==> src/rtl/se_sram_pkg.sv <==
`default_nettype none
// ============================================================================
// Package  : se_sram_pkg
// Purpose  : Shared widths and FSM state encoding for the SRAM burst controller.
// Revision : 1.0
// ============================================================================
package se_sram_pkg;

  localparam int ADDR_W_DEFAULT = 16;
  localparam int DATA_W_DEFAULT = 8;

  localparam int STATE_W = 2;
  typedef logic [STATE_W-1:0] state_t;

  localparam state_t ST_IDLE  = 2'd0;
  localparam state_t ST_WRITE = 2'd1;
  localparam state_t ST_READ  = 2'd2;
  localparam state_t ST_DRAIN = 2'd3;

endpackage
`default_nettype wire

==> src/rtl/se_sram_rd_skid.sv <==
`default_nettype none
// ============================================================================
// Module   : se_sram_rd_skid
// Purpose  : Two-entry read-return FIFO; slot0 is always the head.
// Revision : 1.0
// ============================================================================
module se_sram_rd_skid
  import se_sram_pkg::*;
#(
  parameter int DATA_W = DATA_W_DEFAULT
) (
  input  logic              clk,
  input  logic              rst,
  input  logic              push,
  input  logic [DATA_W-1:0] push_data,
  input  logic              pop,
  output logic [1:0]        count,
  output logic [DATA_W-1:0] head_data
);

  logic [1:0]        count_q, count_d;
  logic [DATA_W-1:0] slot0_q, slot0_d;
  logic [DATA_W-1:0] slot1_q, slot1_d;
  logic              pop_ok, push_ok;
  logic [1:0]        wr_idx;

  always_comb begin
    pop_ok  = pop && (count_q != 2'd0);
    push_ok = push && ((count_q != 2'd2) || pop_ok);
    // A simultaneous pop frees the head slot before the new byte lands
    wr_idx  = count_q - {1'b0, pop_ok};
    slot0_d = pop_ok ? slot1_q : slot0_q;
    slot1_d = slot1_q;
    if (push_ok) begin
      if (wr_idx == 2'd0) begin
        slot0_d = push_data;
      end else begin
        slot1_d = push_data;
      end
    end
    count_d = count_q + {1'b0, push_ok} - {1'b0, pop_ok};
  end

  always_ff @(posedge clk) begin
    if (rst) begin
      count_q <= 2'd0;
      slot0_q <= '0;
      slot1_q <= '0;
    end else begin
      count_q <= count_d;
      slot0_q <= slot0_d;
      slot1_q <= slot1_d;
    end
  end

  assign count     = count_q;
  assign head_data = slot0_q;

endmodule
`default_nettype wire

==> src/rtl/se_sram_burst_ctl.sv <==
`default_nettype none
// ============================================================================
// Module   : se_sram_burst_ctl
// Purpose  : Burst read/write front-end for a single-port registered SRAM.
// Revision : 1.0
// ============================================================================
module se_sram_burst_ctl
  import se_sram_pkg::*;
#(
  parameter int ADDR_W = ADDR_W_DEFAULT,
  parameter int DATA_W = DATA_W_DEFAULT
) (
  input  logic              sram_clock,
  input  logic              reset,
  input  logic              cmd_valid,
  output logic              cmd_ready,
  input  logic              cmd_read,
  input  logic [ADDR_W-1:0] cmd_address,
  input  logic [ADDR_W-1:0] cmd_length,
  input  logic              wr_valid,
  output logic              wr_ready,
  input  logic [DATA_W-1:0] wr_data,
  output logic              rd_valid,
  input  logic              rd_ready,
  output logic [DATA_W-1:0] rd_data,
  output logic              busy,
  output logic [ADDR_W-1:0] sram_address,
  output logic [DATA_W-1:0] sram_write_data,
  output logic              sram_write_enable,
  output logic              sram_read_not_write,
  output logic              sram_select,
  input  logic [DATA_W-1:0] sram_data_out
);

  state_t            state_q, state_d;
  logic [ADDR_W-1:0] ptr_q, ptr_d;
  logic [ADDR_W-1:0] cnt_q, cnt_d;
  logic [ADDR_W-1:0] addr_q, addr_d;
  logic [DATA_W-1:0] wdata_q, wdata_d;
  logic              inflight_q, inflight_d;

  logic              wr_fire, rd_issue, pop, drain_done;
  logic [1:0]        fifo_count;
  logic [DATA_W-1:0] fifo_head;
  logic [2:0]        occupancy, room_limit;

  se_sram_rd_skid #(
    .DATA_W(DATA_W)
  ) u_rd_skid (
    .clk      (sram_clock),
    .rst      (reset),
    .push     (inflight_q),
    .push_data(sram_data_out),
    .pop      (pop),
    .count    (fifo_count),
    .head_data(fifo_head)
  );

  always_ff @(posedge sram_clock) begin
    if (reset) begin
      state_q    <= ST_IDLE;
      ptr_q      <= '0;
      cnt_q      <= '0;
      addr_q     <= '0;
      wdata_q    <= '0;
      inflight_q <= 1'b0;
    end else begin
      state_q    <= state_d;
      ptr_q      <= ptr_d;
      cnt_q      <= cnt_d;
      addr_q     <= addr_d;
      wdata_q    <= wdata_d;
      inflight_q <= inflight_d;
    end
  end

  always_comb begin
    state_d    = state_q;
    ptr_d      = ptr_q;
    cnt_d      = cnt_q;
    addr_d     = sram_select ? ptr_q : addr_q;
    wdata_d    = wr_fire ? wr_data : wdata_q;
    inflight_d = rd_issue;
    // Exit DRAIN as soon as the FIFO will be empty after this cycle's pop
    drain_done = !inflight_q && (fifo_count == {1'b0, pop});
    case (state_q)
      ST_IDLE: begin
        if (cmd_valid && cmd_ready) begin
          ptr_d   = cmd_address;
          cnt_d   = cmd_length;
          state_d = cmd_read ? ST_READ : ST_WRITE;
        end
      end
      ST_WRITE: begin
        if (wr_fire) begin
          ptr_d = ptr_q + ADDR_W'(1);
          cnt_d = cnt_q - ADDR_W'(1);
          if (cnt_q == '0) begin
            state_d = ST_IDLE;
          end
        end
      end
      ST_READ: begin
        if (rd_issue) begin
          ptr_d = ptr_q + ADDR_W'(1);
          cnt_d = cnt_q - ADDR_W'(1);
          if (cnt_q == '0) begin
            state_d = ST_DRAIN;
          end
        end
      end
      ST_DRAIN: begin
        if (drain_done) begin
          state_d = ST_IDLE;
        end
      end
      default: state_d = ST_IDLE;
    endcase
  end

  always_comb begin
    cmd_ready  = !reset && (state_q == ST_IDLE);
    wr_ready   = !reset && (state_q == ST_WRITE);
    busy       = !reset && (state_q != ST_IDLE);
    rd_valid   = !reset && (fifo_count != 2'd0);
    rd_data    = reset ? '0 : fifo_head;
    pop        = rd_valid && rd_ready;
    wr_fire    = wr_ready && wr_valid;
    // Buffered + in-flight + this issue must still fit after the current pop
    occupancy  = {1'b0, fifo_count} + {2'b00, inflight_q};
    room_limit = 3'd1 + {2'b00, pop};
    rd_issue   = !reset && (state_q == ST_READ) && (occupancy <= room_limit);

    sram_select         = wr_fire || rd_issue;
    sram_write_enable   = wr_fire;
    sram_read_not_write = rd_issue;
    sram_address        = reset ? '0 : (sram_select ? ptr_q : addr_q);
    sram_write_data     = reset ? '0 : (wr_fire ? wr_data : wdata_q);
  end

endmodule
`default_nettype wire

==> config.mk <==
export PLATFORM = sky130hd
export DESIGN_NAME = se_sram_burst_ctl
export DESIGN_NICKNAME = d
export VERILOG_FILES = /design/src/rtl/se_sram_pkg.sv /design/src/rtl/se_sram_rd_skid.sv /design/src/rtl/se_sram_burst_ctl.sv
export SDC_FILE = /design/constraint.sdc
export NUM_CORES = 1
export LEC_CHECK = 0
export ABC_AREA = 0
export CAP_MARGIN = 20
export CORE_MARGIN = 3
export CORE_UTILIZATION = 51
export CTS_CLUSTER_DIAMETER = 80
export DETAILED_ROUTE_END_ITERATION = 8
export PLACE_DENSITY_LB_ADDON = 0.12
export SKIP_CTS_REPAIR_TIMING = 1
export SLEW_MARGIN = 5
export SYNTH_ARGS = -nofsm -noshare
export SYNTH_HDL_FRONTEND = slang
export SYNTH_SLANG_ARGS = --single-unit
==> constraint.sdc <==
create_clock -name sram_clock -period 3.8 [get_ports sram_clock]
set_input_delay 0.38 -clock sram_clock [delete_from_list [all_inputs] [get_ports sram_clock]]
set_output_delay 0.38 -clock sram_clock [all_outputs]
set_load 0.01 [all_outputs]
==> results by group <==
Timing
  • Slew Viols, Final: 0
  • Setup slack after layout: 0.141 ns
  • Endpoints failing setup: 0
  • Fmax: 273 MHz
  • Final Critical Period: 3.66 ns
  • RSZ-0062 raised after global routing: false
  • Smallest hold slack: 0.493 ns
  • Period utilisation layout: 0.963
  • Final Hold Fails: 0
  • Slew headroom: 0.343
  • Slew @ Worst Pin: 0.979 ns
  • Skew final: 0.00874 ns

Yosys
  • Synth unique cells: 67
  • Cells after synthesis: 491
  • Post-synth top area share: 0.376
  • Synthesized area: 4100 um^2
  • Top post-synthesis cells by area: dfxtp_1 38%, mux2i_1 8.6%, nor2_1 5.4%
  • Flops & latches, synth: 77
  • Async set-reset flop share out of synthesis: 0
  • Synthesized net count: 558
  • Post-synth EDFFs: 0
  • Count leader, synth: dfxtp_1
  • Synth area leader: dfxtp_1
  • Avg Cell Area, Syn: 8.34 um^2
  • Register area share after synthesis: 0.376
  • Syn. warnings: 0
  • Post-synth top cells: 77 x dfxtp_1, 59 x nor2_1, 37 x o21ai_0, 36 x nand2_1, 35 x mux2i_1
  • Synth Flop Type: dfxtp_1

Job
  • Max Cap Viol: 0

Worst setup path
  • CP required: 3.42 ns
  • Reg2reg setup slack: 0.85 ns
  • Worst R2R Path Depth: 10
  • Setup crit end kind: output pin
  • Crit Path Category: primary input to output pin
  • Worst-path maximum fanout: 17
  • FF-to-FF Start: u_rd_skid.count[1]
  • Startpoint types: primary input
  • Worst Path Arrival: 3.28 ns
  • Reg-to-reg endpoint: ptr_q[1]

CTS
  • Root buf cell: clkbuf_8
  • H-tree depth: 3
  • Num Clock Sinks: 77
  • Clk_lat worst skew: 0.35 ns
  • Clock tree buffer depth: 2
  • Clock transition at path regs: 0.07 ns
  • CTS buffer count: 9
  • TritonCTS clock tree: built

Floorplan
  • Initial Util: 0.527
  • Die Y: 95.6 um
  • FP Rows: 32
  • Die Width: 95.6 um
  • Core area: 7770 um^2
  • Die area: 9140 um^2
  • I/O pin cnt: 93

Run status
  • Status: finished, final reports clean

Power and ir drop
  • Pwr/cell area: 690 nW/um^2
  • Switching portion of total power: 0.421
  • Logic gate share of total power: 0.493
  • Switching pwr: 1.54 mW
  • Pint: 2.12 mW
  • Proportion of power drawn by the clock network: 0.167
  • Sequential Power Share: 0.340
  • Leakage: 2.15 nW
  • Max VDD drop: 0.361 mV

Finish
  • Layout fillers: 650
  • Layout cell share with drive strength beyond 1: 0.0713
  • Final Core Density: 0.683
  • Ant. Diodes: 0
  • Layout Nets: 637
  • Syn-to-layout area delta: 29.4%

Detailed routing
  • Via Count: 3769
  • DRT Pass-1 Iters: 4
  • DRC violations left: 0
  • Vias per cell: 5.57
  • Antenna-violating nets left: 0
  • DR iter-0 viols: 197
  • Final wirelength: 9990 um
  • Wire per inst: 14.8 um

Global routing
  • Overall Global Routing Usage: 0.227
  • Overflow after GRT: 0
  • Antenna violations before repair: 0
  • Vias in the first global route: 3663
  • Largest net degree at the start of global routing: 96
  • First-pass GRT wire length: 16700 um

Placement
  • Hpwl dp: 6760 um
  • GPL Wtd Cong: 0.800
  • Setup Slack @ Placement: -0.00675 ns
  • IO Port Bufs: 92

Min path
  • Hold Path Cell Cnt: 2
  • Hold crit path type: flip-flop to flip-flop
  • Hold wc startpoint: cnt_q[13]
  • Hold Path Sink: cnt_q[13]
cell type report:
type                            count  area [um^2]  share of cell area
Multi-Input combinational cell    366         2350               0.443
Clock buffer                       11          141              0.0267
Inverter                           15         56.3              0.0106
Clock inverter                      5         50.0             0.00944
Sequential cell                    77         1540               0.291
Timing Repair Buffer              101         1030               0.195
Tap cell                          102          128              0.0241
state kept, by name, indices dropped and copies added (netlist names):
signal	cells
u_rd_skid.head_data	8
state_q	2
u_rd_skid.count	2
wdata_q	8
addr_q	16
cnt_q	16
ptr_q	16
inflight_q	1
u_rd_skid.slot1_q	8
logic make-up after synthesis:
kind of cell,count (synthesis),share of synthesized area
DFF,77,0.376
adders and majority gates,13,0.0415
muxes,36,0.0892
xor gates and xnor gates,2,0.00428
buffers and inverters,48,0.0510
and+or+nand+nor,181,0.225
AOI/OAI and AO/OA,134,0.212
metal layers:
metal | share of wire | global-route usage
met1 | 0.45 | 0.292
met2 | 0.48 | 0.380
met3 | 0.055 | 0.0450
met4 | 0.013 | 0.0735
met5 | 0 | 0
power by group through the flow:
stage / clock [mW] / combinational, mW / sequential (mW)
3_3_place_gp: 0 / 1.73 / 1.25
5_1_grt: 0.659 / 2.02 / 1.28
4_1_cts: 0.623 / 1.80 / 1.24
6_report: 0.610 / 1.80 / 1.24
3_5_place_dp: 0 / 1.79 / 1.26
2_1_floorplan: 0 / 1.36 / 1.19
cells in the final DEF (no fill, tap or decap), types with 2 or more instances in the layout:
master / count
a211o_1: 2
a211oi_1: 21
a21oi_1: 32
a22o_1: 2
a2bb2oi_1: 2
a31oi_1: 4
and2_1: 3
and3_1: 3
and4_1: 2
buf_4: 8
clkbuf_8: 10
clkdlybuf4s50_1: 76
clkinv_2: 4
dfxtp_1: 76
dlymetal6s2s_1: 15
ha_1: 12
inv_1: 14
mux2i_1: 35
nand2_1: 36
nand2b_1: 14
nand3_1: 11
nand4_1: 3
nor2_1: 59
nor2b_1: 20
nor3_1: 9
nor3b_2: 3
nor4_1: 2
o2111ai_1: 2
o21a_1: 2
o21ai_0: 37
o22ai_1: 8
o2bb2ai_1: 6
o32ai_1: 2
or2_2: 2
or2b_1: 2
or3_1: 2
through the flow:
stage | setup TNS (ns) | cells | cell area, um^2 | total power, mW
2_1_floorplan | 0 | 491 | 4100 | 2.55
3_3_place_gp | 0 | 661 | 5070 | 2.99
3_5_place_dp | -0.00675 | 661 | 5070 | 3.05
4_1_cts | -0.0830 | 677 | 5260 | 3.66
5_1_grt | 0 | 677 | 5300 | 3.95
6_report | 0 | 677 | 5300 | 3.66
critical path, cell delays in order:
cell             delay (ns)
clkdlybuf4s50_1        0.45
nand2b_1               0.09
nor2_2                 0.12
inv_1                  0.09
fa_1                   0.42
or3b_1                 0.36
o22a_1                 0.22
or2b_1                 0.20
buf_12                 0.18
mux2i_1                0.19
nor2_1                 0.06
clkdlybuf4s50_1        0.52
worst max-delay path by stage:
stage | start | endpoint | slack, ns | depth (start not counted)
after floorplan | reset | sram_address[10] | 0.54 | 11
after global placement | rd_ready | sram_address[0] | 0.13 | 12
after detailed placement | rd_ready | sram_address[0] | -0.007 | 12
after CTS | u_rd_skid.count[1] | sram_address[0] | -0.04 | 11
after global routing | rd_ready | sram_address[12] | 0.001 | 12
final | rd_ready | sram_address[12] | 0.14 | 12
No activity file was read; power rests on OpenSTA's default activity.
